## src/rtl/sram_like_arbiter.sv

```systemverilog
// N-channel sram-like request arbiter merging several masters onto one sram-like slave.
// In-order ID FIFO routes each downstream data_ok/rdata back to the issuing channel.
module sram_like_arbiter #(
  parameter int NUM_CH    = 2,
  parameter int MAX_OUTST = 4,
  parameter int ARB_MODE  = 0
) (
  input  logic                         clk,
  input  logic                         reset,
  input  logic [NUM_CH-1:0]            m_req,
  input  logic [NUM_CH-1:0]            m_wr,
  input  logic [2*NUM_CH-1:0]          m_size,
  input  logic [4*NUM_CH-1:0]          m_wstrb,
  input  logic [32*NUM_CH-1:0]         m_addr,
  input  logic [32*NUM_CH-1:0]         m_wdata,
  output logic [NUM_CH-1:0]            m_addr_ok,
  output logic [NUM_CH-1:0]            m_data_ok,
  output logic [31:0]                  m_rdata,
  output logic                         s_req,
  output logic                         s_wr,
  output logic [1:0]                   s_size,
  output logic [3:0]                   s_wstrb,
  output logic [31:0]                  s_addr,
  output logic [31:0]                  s_wdata,
  input  logic                         s_addr_ok,
  input  logic                         s_data_ok,
  input  logic [31:0]                  s_rdata,
  output logic [$clog2(MAX_OUTST):0]   outst_cnt,
  output logic                         err_spurious
);

  localparam int PW  = $clog2(MAX_OUTST);
  localparam int IDW = (NUM_CH > 1) ? $clog2(NUM_CH) : 1;
  localparam logic [PW:0] MAX_CNT = (PW+1)'(MAX_OUTST);

  typedef enum logic {IDLE, LOCKED} state_t;

  state_t         state_q, state_d;
  logic [PW-1:0]  rd_ptr_q, rd_ptr_d, wr_ptr_q, wr_ptr_d;
  logic [PW:0]    cnt_q, cnt_d;
  logic [IDW-1:0] rr_ptr_q, rr_ptr_d, lock_id_q, lock_id_d;
  logic           err_q, err_d;
  logic [IDW-1:0] fifo_q [MAX_OUTST];
  logic [IDW-1:0] fifo_d [MAX_OUTST];

  logic [IDW-1:0] winner, grant, head_id;
  logic           full, push, pop, found;
  int             idx;

  always_comb begin
    winner = '0;
    found  = 1'b0;
    idx    = 0;
    if (ARB_MODE == 1) begin
      for (int k = 0; k < NUM_CH; k++) begin
        idx = int'(rr_ptr_q) + k;
        if (idx >= NUM_CH) idx = idx - NUM_CH;
        if (!found && m_req[idx]) begin
          winner = IDW'(idx);
          found  = 1'b1;
        end
      end
    end else begin
      for (int i = NUM_CH - 1; i >= 0; i--) begin
        if (m_req[i]) winner = IDW'(i);
      end
    end
  end

  // A locked channel keeps the grant until the slave accepts its address.
  always_comb begin
    full  = (cnt_q == MAX_CNT);
    grant = (state_q == LOCKED) ? lock_id_q : winner;
    if (reset)                 s_req = 1'b0;
    else if (state_q == LOCKED) s_req = m_req[lock_id_q];
    else                       s_req = (|m_req) & ~full;

    s_wr    = m_wr[grant];
    s_size  = m_size[int'(grant)*2 +: 2];
    s_wstrb = m_wstrb[int'(grant)*4 +: 4];
    s_addr  = m_addr[int'(grant)*32 +: 32];
    s_wdata = m_wdata[int'(grant)*32 +: 32];

    push = s_req & s_addr_ok;
    m_addr_ok = '0;
    if (push) m_addr_ok[grant] = 1'b1;

    head_id = fifo_q[rd_ptr_q];
    pop = ~reset & s_data_ok & (cnt_q != '0);
    m_data_ok = '0;
    if (pop) m_data_ok[head_id] = 1'b1;
    m_rdata = s_rdata;
  end

  always_comb begin
    state_d   = state_q;
    lock_id_d = lock_id_q;
    rr_ptr_d  = rr_ptr_q;
    rd_ptr_d  = rd_ptr_q;
    wr_ptr_d  = wr_ptr_q;
    fifo_d    = fifo_q;
    cnt_d     = cnt_q + (PW+1)'(push) - (PW+1)'(pop);
    err_d     = err_q | (s_data_ok & (cnt_q == '0));

    if (state_q == IDLE) begin
      if (s_req && !s_addr_ok) begin
        state_d   = LOCKED;
        lock_id_d = grant;
      end
    end else if (s_addr_ok) begin
      state_d = IDLE;
    end

    if (push) begin
      fifo_d[wr_ptr_q] = grant;
      wr_ptr_d = wr_ptr_q + 1'b1;
      if (ARB_MODE == 1)
        rr_ptr_d = (int'(grant) == NUM_CH - 1) ? '0 : grant + 1'b1;
    end
    if (pop) rd_ptr_d = rd_ptr_q + 1'b1;
  end

  always_ff @(posedge clk or posedge reset) begin
    if (reset) begin
      state_q   <= IDLE;
      rd_ptr_q  <= '0;
      wr_ptr_q  <= '0;
      cnt_q     <= '0;
      rr_ptr_q  <= '0;
      lock_id_q <= '0;
      err_q     <= 1'b0;
      for (int i = 0; i < MAX_OUTST; i++) fifo_q[i] <= '0;
    end else begin
      state_q   <= state_d;
      rd_ptr_q  <= rd_ptr_d;
      wr_ptr_q  <= wr_ptr_d;
      cnt_q     <= cnt_d;
      rr_ptr_q  <= rr_ptr_d;
      lock_id_q <= lock_id_d;
      err_q     <= err_d;
      fifo_q    <= fifo_d;
    end
  end

  assign outst_cnt    = cnt_q;
  assign err_spurious = err_q;

endmodule

```

## config.mk

```make
export PLATFORM = sky130hd
export DESIGN_NAME = sram_like_arbiter
export DESIGN_NICKNAME = d
export VERILOG_FILES = /design/src/rtl/sram_like_arbiter.sv
export SDC_FILE = /design/constraint.sdc
export NUM_CORES = 1
export LEC_CHECK = 0
export BUFFER_PORTS_ARGS = -buffer_cell sky130_fd_sc_hd__buf_2
export CAP_MARGIN = 20
export CORE_AREA = 10 10 104 106
export DETAILED_ROUTE_END_ITERATION = 8
export DIE_AREA = 0 0 114 116
export GPL_TIMING_DRIVEN = 0
export MAX_ROUTING_LAYER = met4
export PLACE_DENSITY = 0.66
export SLEW_MARGIN = 20
export SYNTH_ARGS = -nofsm -noshare
export SYNTH_HDL_FRONTEND = slang
export SYNTH_SLANG_ARGS = --single-unit
```

## constraint.sdc

```tcl
create_clock -name clk -period 6.5 [get_ports clk]
set_clock_uncertainty 0.1 [all_clocks]
set_input_delay 1.3 -clock clk [delete_from_list [all_inputs] [get_ports clk]]
set_output_delay 1.3 -clock clk [all_outputs]
set_load 0.01 [all_outputs]
```

# Word-level counts from Yosys, hierarchy flattened
# Index checks and enable logic that the tools add are counted.
[totals]
ff_bits = 14
output_inout_bits = 112
elab_cells = 71
[op_classes]
addsub = 4
n_lt_le_gt_ge = 8
eq_ne = 1
shifts = 4
muxes = 24
bitwise = 11
reduce_logical = 9
[ops]
columns = ["operator", "n"]
rows = [
  ["indexed part select 64 x 7 -> 32 bit", 2],
  ["two-way mux 1 bit", 17],
  ["indexed part select 8 x 4 -> 4 bit", 1],
  [">= comparator 3 bit, second input constant", 2],
  ["less-than comparator 1 x 2 -> 1 bit, second input constant", 3],
  ["NOT 2 -> 3 bit", 2],
  ["bitwise AND 1 bit", 5],
  ["adder 2 x 1 -> 2 bit, second input constant", 2],
  ["bitwise mux 4 bit", 1],
  ["logical AND 1 bit", 4],
  ["two-way mux 2 bit", 2],
  ["indexed part select 4 x 3 -> 2 bit", 1],
  ["adder 3 x 1 -> 3 bit", 1],
  ["== test 3 bit, second input constant", 1],
  ["zero test 3 bit", 1],
  ["less-than comparator 3 x 1 -> 1 bit, second input constant", 1],
  ["NOT 1 bit", 3],
  ["nonzero test 3 bit", 1],
  ["subtractor 3 x 1 -> 3 bit", 1],
  ["binary-select mux 1 bit (select 2 bit)", 1],
  ["demux 1 bit (select 1 bit)", 2],
  ["demux 1 bit (select 2 bit)", 1],
  [">= comparator 1 bit, second input constant", 2],
  ["AND reduction 2 bit", 1],
  ["3 further kinds", 3],
]

# Longest topological paths before layout
[depth]
word_depth = 9
ltp_mapped = 11
depth_no_buf = 8

# Least setup slack after synthesis
# OpenSTA, ideal clock, no wires.
[synth_timing]
kind = "input to output"
startpoint = "in reset"
endpoint = "out m_addr_ok[0]"
t_arrival_ps = 2390
t_required_ps = 5100
path_slack_ps = 2710
path_stages = 6
path_buffers = 2
cell_sequence = "or2_0 > o32a_1 > buf_6 > nand2b_4 > buf_6 > nor2_1"
[synth_via]
elab_chain_len = 3
[synth_lines]
columns = ["element", "line_no", "source"]
rows = [
  ["from (decl)", "9", "input logic reset,"],
  ["two-way mux 1 bit", "74", "if (reset) s_req = 1'b0;"],
  ["bitwise AND 1 bit", "84", "push = s_req & s_addr_ok;"],
  ["two-way mux 2 bit", "86", "if (push) m_addr_ok[grant] = 1'b1;"],
  ["to (decl)", "16", "output logic [NUM_CH-1:0] m_addr_ok,"],
]
# Every way passes these cells.

# Final worst setup path
[layout_timing]
startpoint = "in m_req[0]"
endpoint = "out s_wdata[28]"
[layout_via]
elab_chain_len = 3
[layout_lines]
columns = ["element", "line_no", "source"]
rows = [
  ["from (decl)", "10", "input logic [NUM_CH-1:0] m_req,"],
  ["two-way mux 1 bit", "65", "if (m_req[i]) winner = IDW'(i);"],
  ["two-way mux 1 bit", "73", "grant = (state_q == LOCKED) ? lock_id_q : winner;"],
  ["indexed part select 64 x 7 -> 32 bit", "82", "s_wdata = m_wdata[int'(grant)*32 +: 32];"],
  ["to (decl)", "24", "output logic [31:0] s_wdata,"],
]
# Every way passes these cells.

==> key figures <==
Critical path
  • Worst Path Required: 5.10 ns
  • R2r endpoint: outst_cnt[2]
  • Max FO, Critical Path: 10
  • Worst R2R Path Depth: 11
  • Critical path capture point type: output port
  • Crit path to: s_wdata[28]
  • Crit Path Class: primary input to output port
  • Worst setup startpoint: m_req[0]
  • Arr. time, crit path: 3.02 ns
  • Reg-to-reg slack, setup: 3.78 ns
  • Reg2Reg Launch Point: state_q
  • CP Launch Type: primary input

Die
  • Starting Density: 22.0%
  • Die footprint: 13200 µm²
  • I/O Pins: 292
  • Die H: 116 µm
  • Rows: 34
  • Core Area: 8680 µm²
  • Die X: 114 µm

Timing
  • Unrepaired setup endpoints after global routing: false
  • Max-slew headroom: 47.1%
  • Count of final hold-check violations: 0
  • Max Transition Viols Final: 0
  • Setup Total Neg Slack: 0 ns
  • Fin crit period: 4.42 ns
  • Worst-Margin Slew: 0.788 ns
  • Highest clock rate: 226 MHz
  • Fin crit share: 68.1%
  • # setup viols final: 0

CTS
  • CTS tree: built
  • CTS Buffer Depth: 2
  • Clk sink count: 14
  • Worst-path clk slew: 0.06 ns
  • CTS Hold Bufs: 0
  • H-tree level count: 1
  • CTS Buf Count: 3
  • Setup repair bufs after CTS: 0
  • PostCTS Resize Cnt: 0
  • Clk_lat worst skew: 0.24 ns
  • Root buffer cell: clkbuf_8

Power and ir drop
  • LEAKAGE: 2.23 nW
  • Power per Cell Area: 212 nW/µm²
  • Worst vdd ir: 0.0902 mV

Global route
  • Overflow after GRT: 0
  • First-pass GRT wire length: 15500 µm
  • Initial antenna violation count: 0
  • Gr usage total: 14.7%
  • Largest net degree at the start of global routing: 15
  • Vias in the first global route: 3070

Placement
  • Post-DP HPWL: 9860 µm
  • I/O Buffers: 258
  • GPL Wtd Cong: 0.833

Logic synthesis
  • Count leader, synth: nand2_1
  • #FFs+latches synth: 14
  • Synthesized netlist cell count: 335
  • Post-synth top area cell: nand2_1
  • Sequential fraction of the synthesis area: 18.4%
  • Synthesis Warnings: 0
  • Synth top area cells: nand2_1, dfrtp_1, buf_4
  • Post-synth EDFFs: 0
  • Most used DFF post-synth: dfrtp_1
  • Asr flop ratio synth: 100%
  • Post-Syn Area per Cell: 5.70 µm²
  • Yosys top cell area share: 43.1%
  • Mapped cell area: 1910 µm²
  • Yosys cell types: 32
  • Syn_nets: 522
  • Most frequent cells after synthesis: nand2_1, buf_4, clkbuf_1, dfrtp_1, inv_1

Routing
  • Antenna-violating nets left: 0
  • Detailed Routing Iterations Pass 1: 4
  • # DRC: 0
  • Via count: 2937
  • DRT Wirelength: 10900 µm
  • Initial drt markers: 204
  • Vias/cell: 4.17
  • Drt wl/cell: 15.5 µm

Worst hold path
  • Min-delay worst type: register to register
  • Worst hold path startpoint: err_spurious

Run
  • Max Cap Viol: 0

Layout
  • Antenna cells: 0
  • Layout Nets: 785
  • Layout cells sized above 1: 50.4%
  • Final Util: 39.1%
  • Area grow syn2layout: 77.6%
  • Fill count: 939

Outcome
  • Outcome: complete, no violations
## area by class of cell
type                    count  area [µm²]  share of cell area (%)
inverters                   8        30.0                   0.886
plain buffers              51         335                    9.89
repair buffers            258        1290                    38.1
flip-flops and latches     14         350                    10.3
clock buffers               4        55.1                    1.62
multi-input cells         262        1190                    35.2
well taps                 108         135                    3.99
## per-layer routing
metal / part of all wire, % / wire (µm) / track usage, % / vias to the layer above
met3: 11 / 1220 / 5.53 / 10
met1: 37 / 3990 / 15.5 / 1234
met5: 0 / 0 / - / -
met2: 51 / 5590 / 26.1 / 185
li1: - / - / - / 1508
met4: 1.1 / 117 / 2.34 / 0
## per-stage QoR
stage,instance area [µm²],power [W],hold WS [ns],setup slack [ns],instances
6_report,3390,0.000720,0.364,2.08,705
5_1_grt,3390,0.000792,0.382,1.77,705
4_1_cts,3390,0.000735,0.365,1.89,705
3_5_place_dp,3330,0.000646,0.351,1.90,701
3_3_place_gp,3330,0.000630,0.334,1.92,701
2_1_floorplan,1910,0.000437,0.353,2.71,335
## state kept, by name (all words and copies together) (netlist names)
| register | flops |
|---|---|
| outst_cnt | 3 |
| wr_ptr_q | 2 |
| err_spurious | 1 |
| rd_ptr_q | 2 |
| lock_id_q | 1 |
| fifo_q | 4 |
| state_q | 1 |
## where the power goes
group | internal [W] | switching (W) | leakage [nW]
Clock | 0.0000536 | 0.0000304 | 0.0288
Sequential | 0.000128 | 0.0000336 | 0.171
Combinational | 0.000215 | 0.000259 | 2.03
## logic make-up after synthesis
kind of cell	after synthesis	synth area share (%)
mux	3	2.49
buf+inv	59	19.1
flops	14	18.4
compound gates	15	5.31
xor+xnor	5	2.30
fa+ha+maj	7	4.98
simple gates	232	47.4
## layout by cell type, fill, tap and decap left out
cell type,synthesis,layout
xnor2_1,3,3
dfrtp_1,14,14
and2_1,1,1
mux2i_1,1,1
nor2b_1,1,1
or3_1,1,1
nor3b_1,2,2
o41ai_1,1,1
buf_6,3,3
o21a_1,1,1
nor3_1,1,1
buf_1,1,1
mux2_4,1,1
buf_2,1,259
mux4_2,1,1
xor2_1,2,2
nand2b_4,1,1
buf_4,32,32
a21o_1,1,1
o32a_1,1,1
a21oi_1,1,1
nand2_1,219,219
fa_1,1,1
ha_1,6,6
nand2b_1,2,2
or2_0,1,1
nor2_1,3,3
clkbuf_1,14,14
clkbuf_8,0,4
o21ai_1,1,1
o21ai_0,4,4
o31ai_1,5,5
inv_1,8,8
## worst max-delay path: stages
cell and delay (ns):
buf_2 0.11, nand2b_1 0.16, o21ai_1 0.63, clkbuf_1 0.46, nand2_1 0.15, nand2_1 0.09
buf_2 0.12
## how the worst min path moves through the flow
stage	end	slack (ns)	depth (start not counted)
2_1_floorplan	rd_ptr_q[1]	0.35	1
3_3_place_gp	err_spurious	0.33	1
3_5_place_dp	err_spurious	0.35	1
4_1_cts	err_spurious	0.36	1
5_1_grt	err_spurious	0.38	1
6_report	err_spurious	0.36	1
Note: power is estimated with default switching activity, not from simulation.
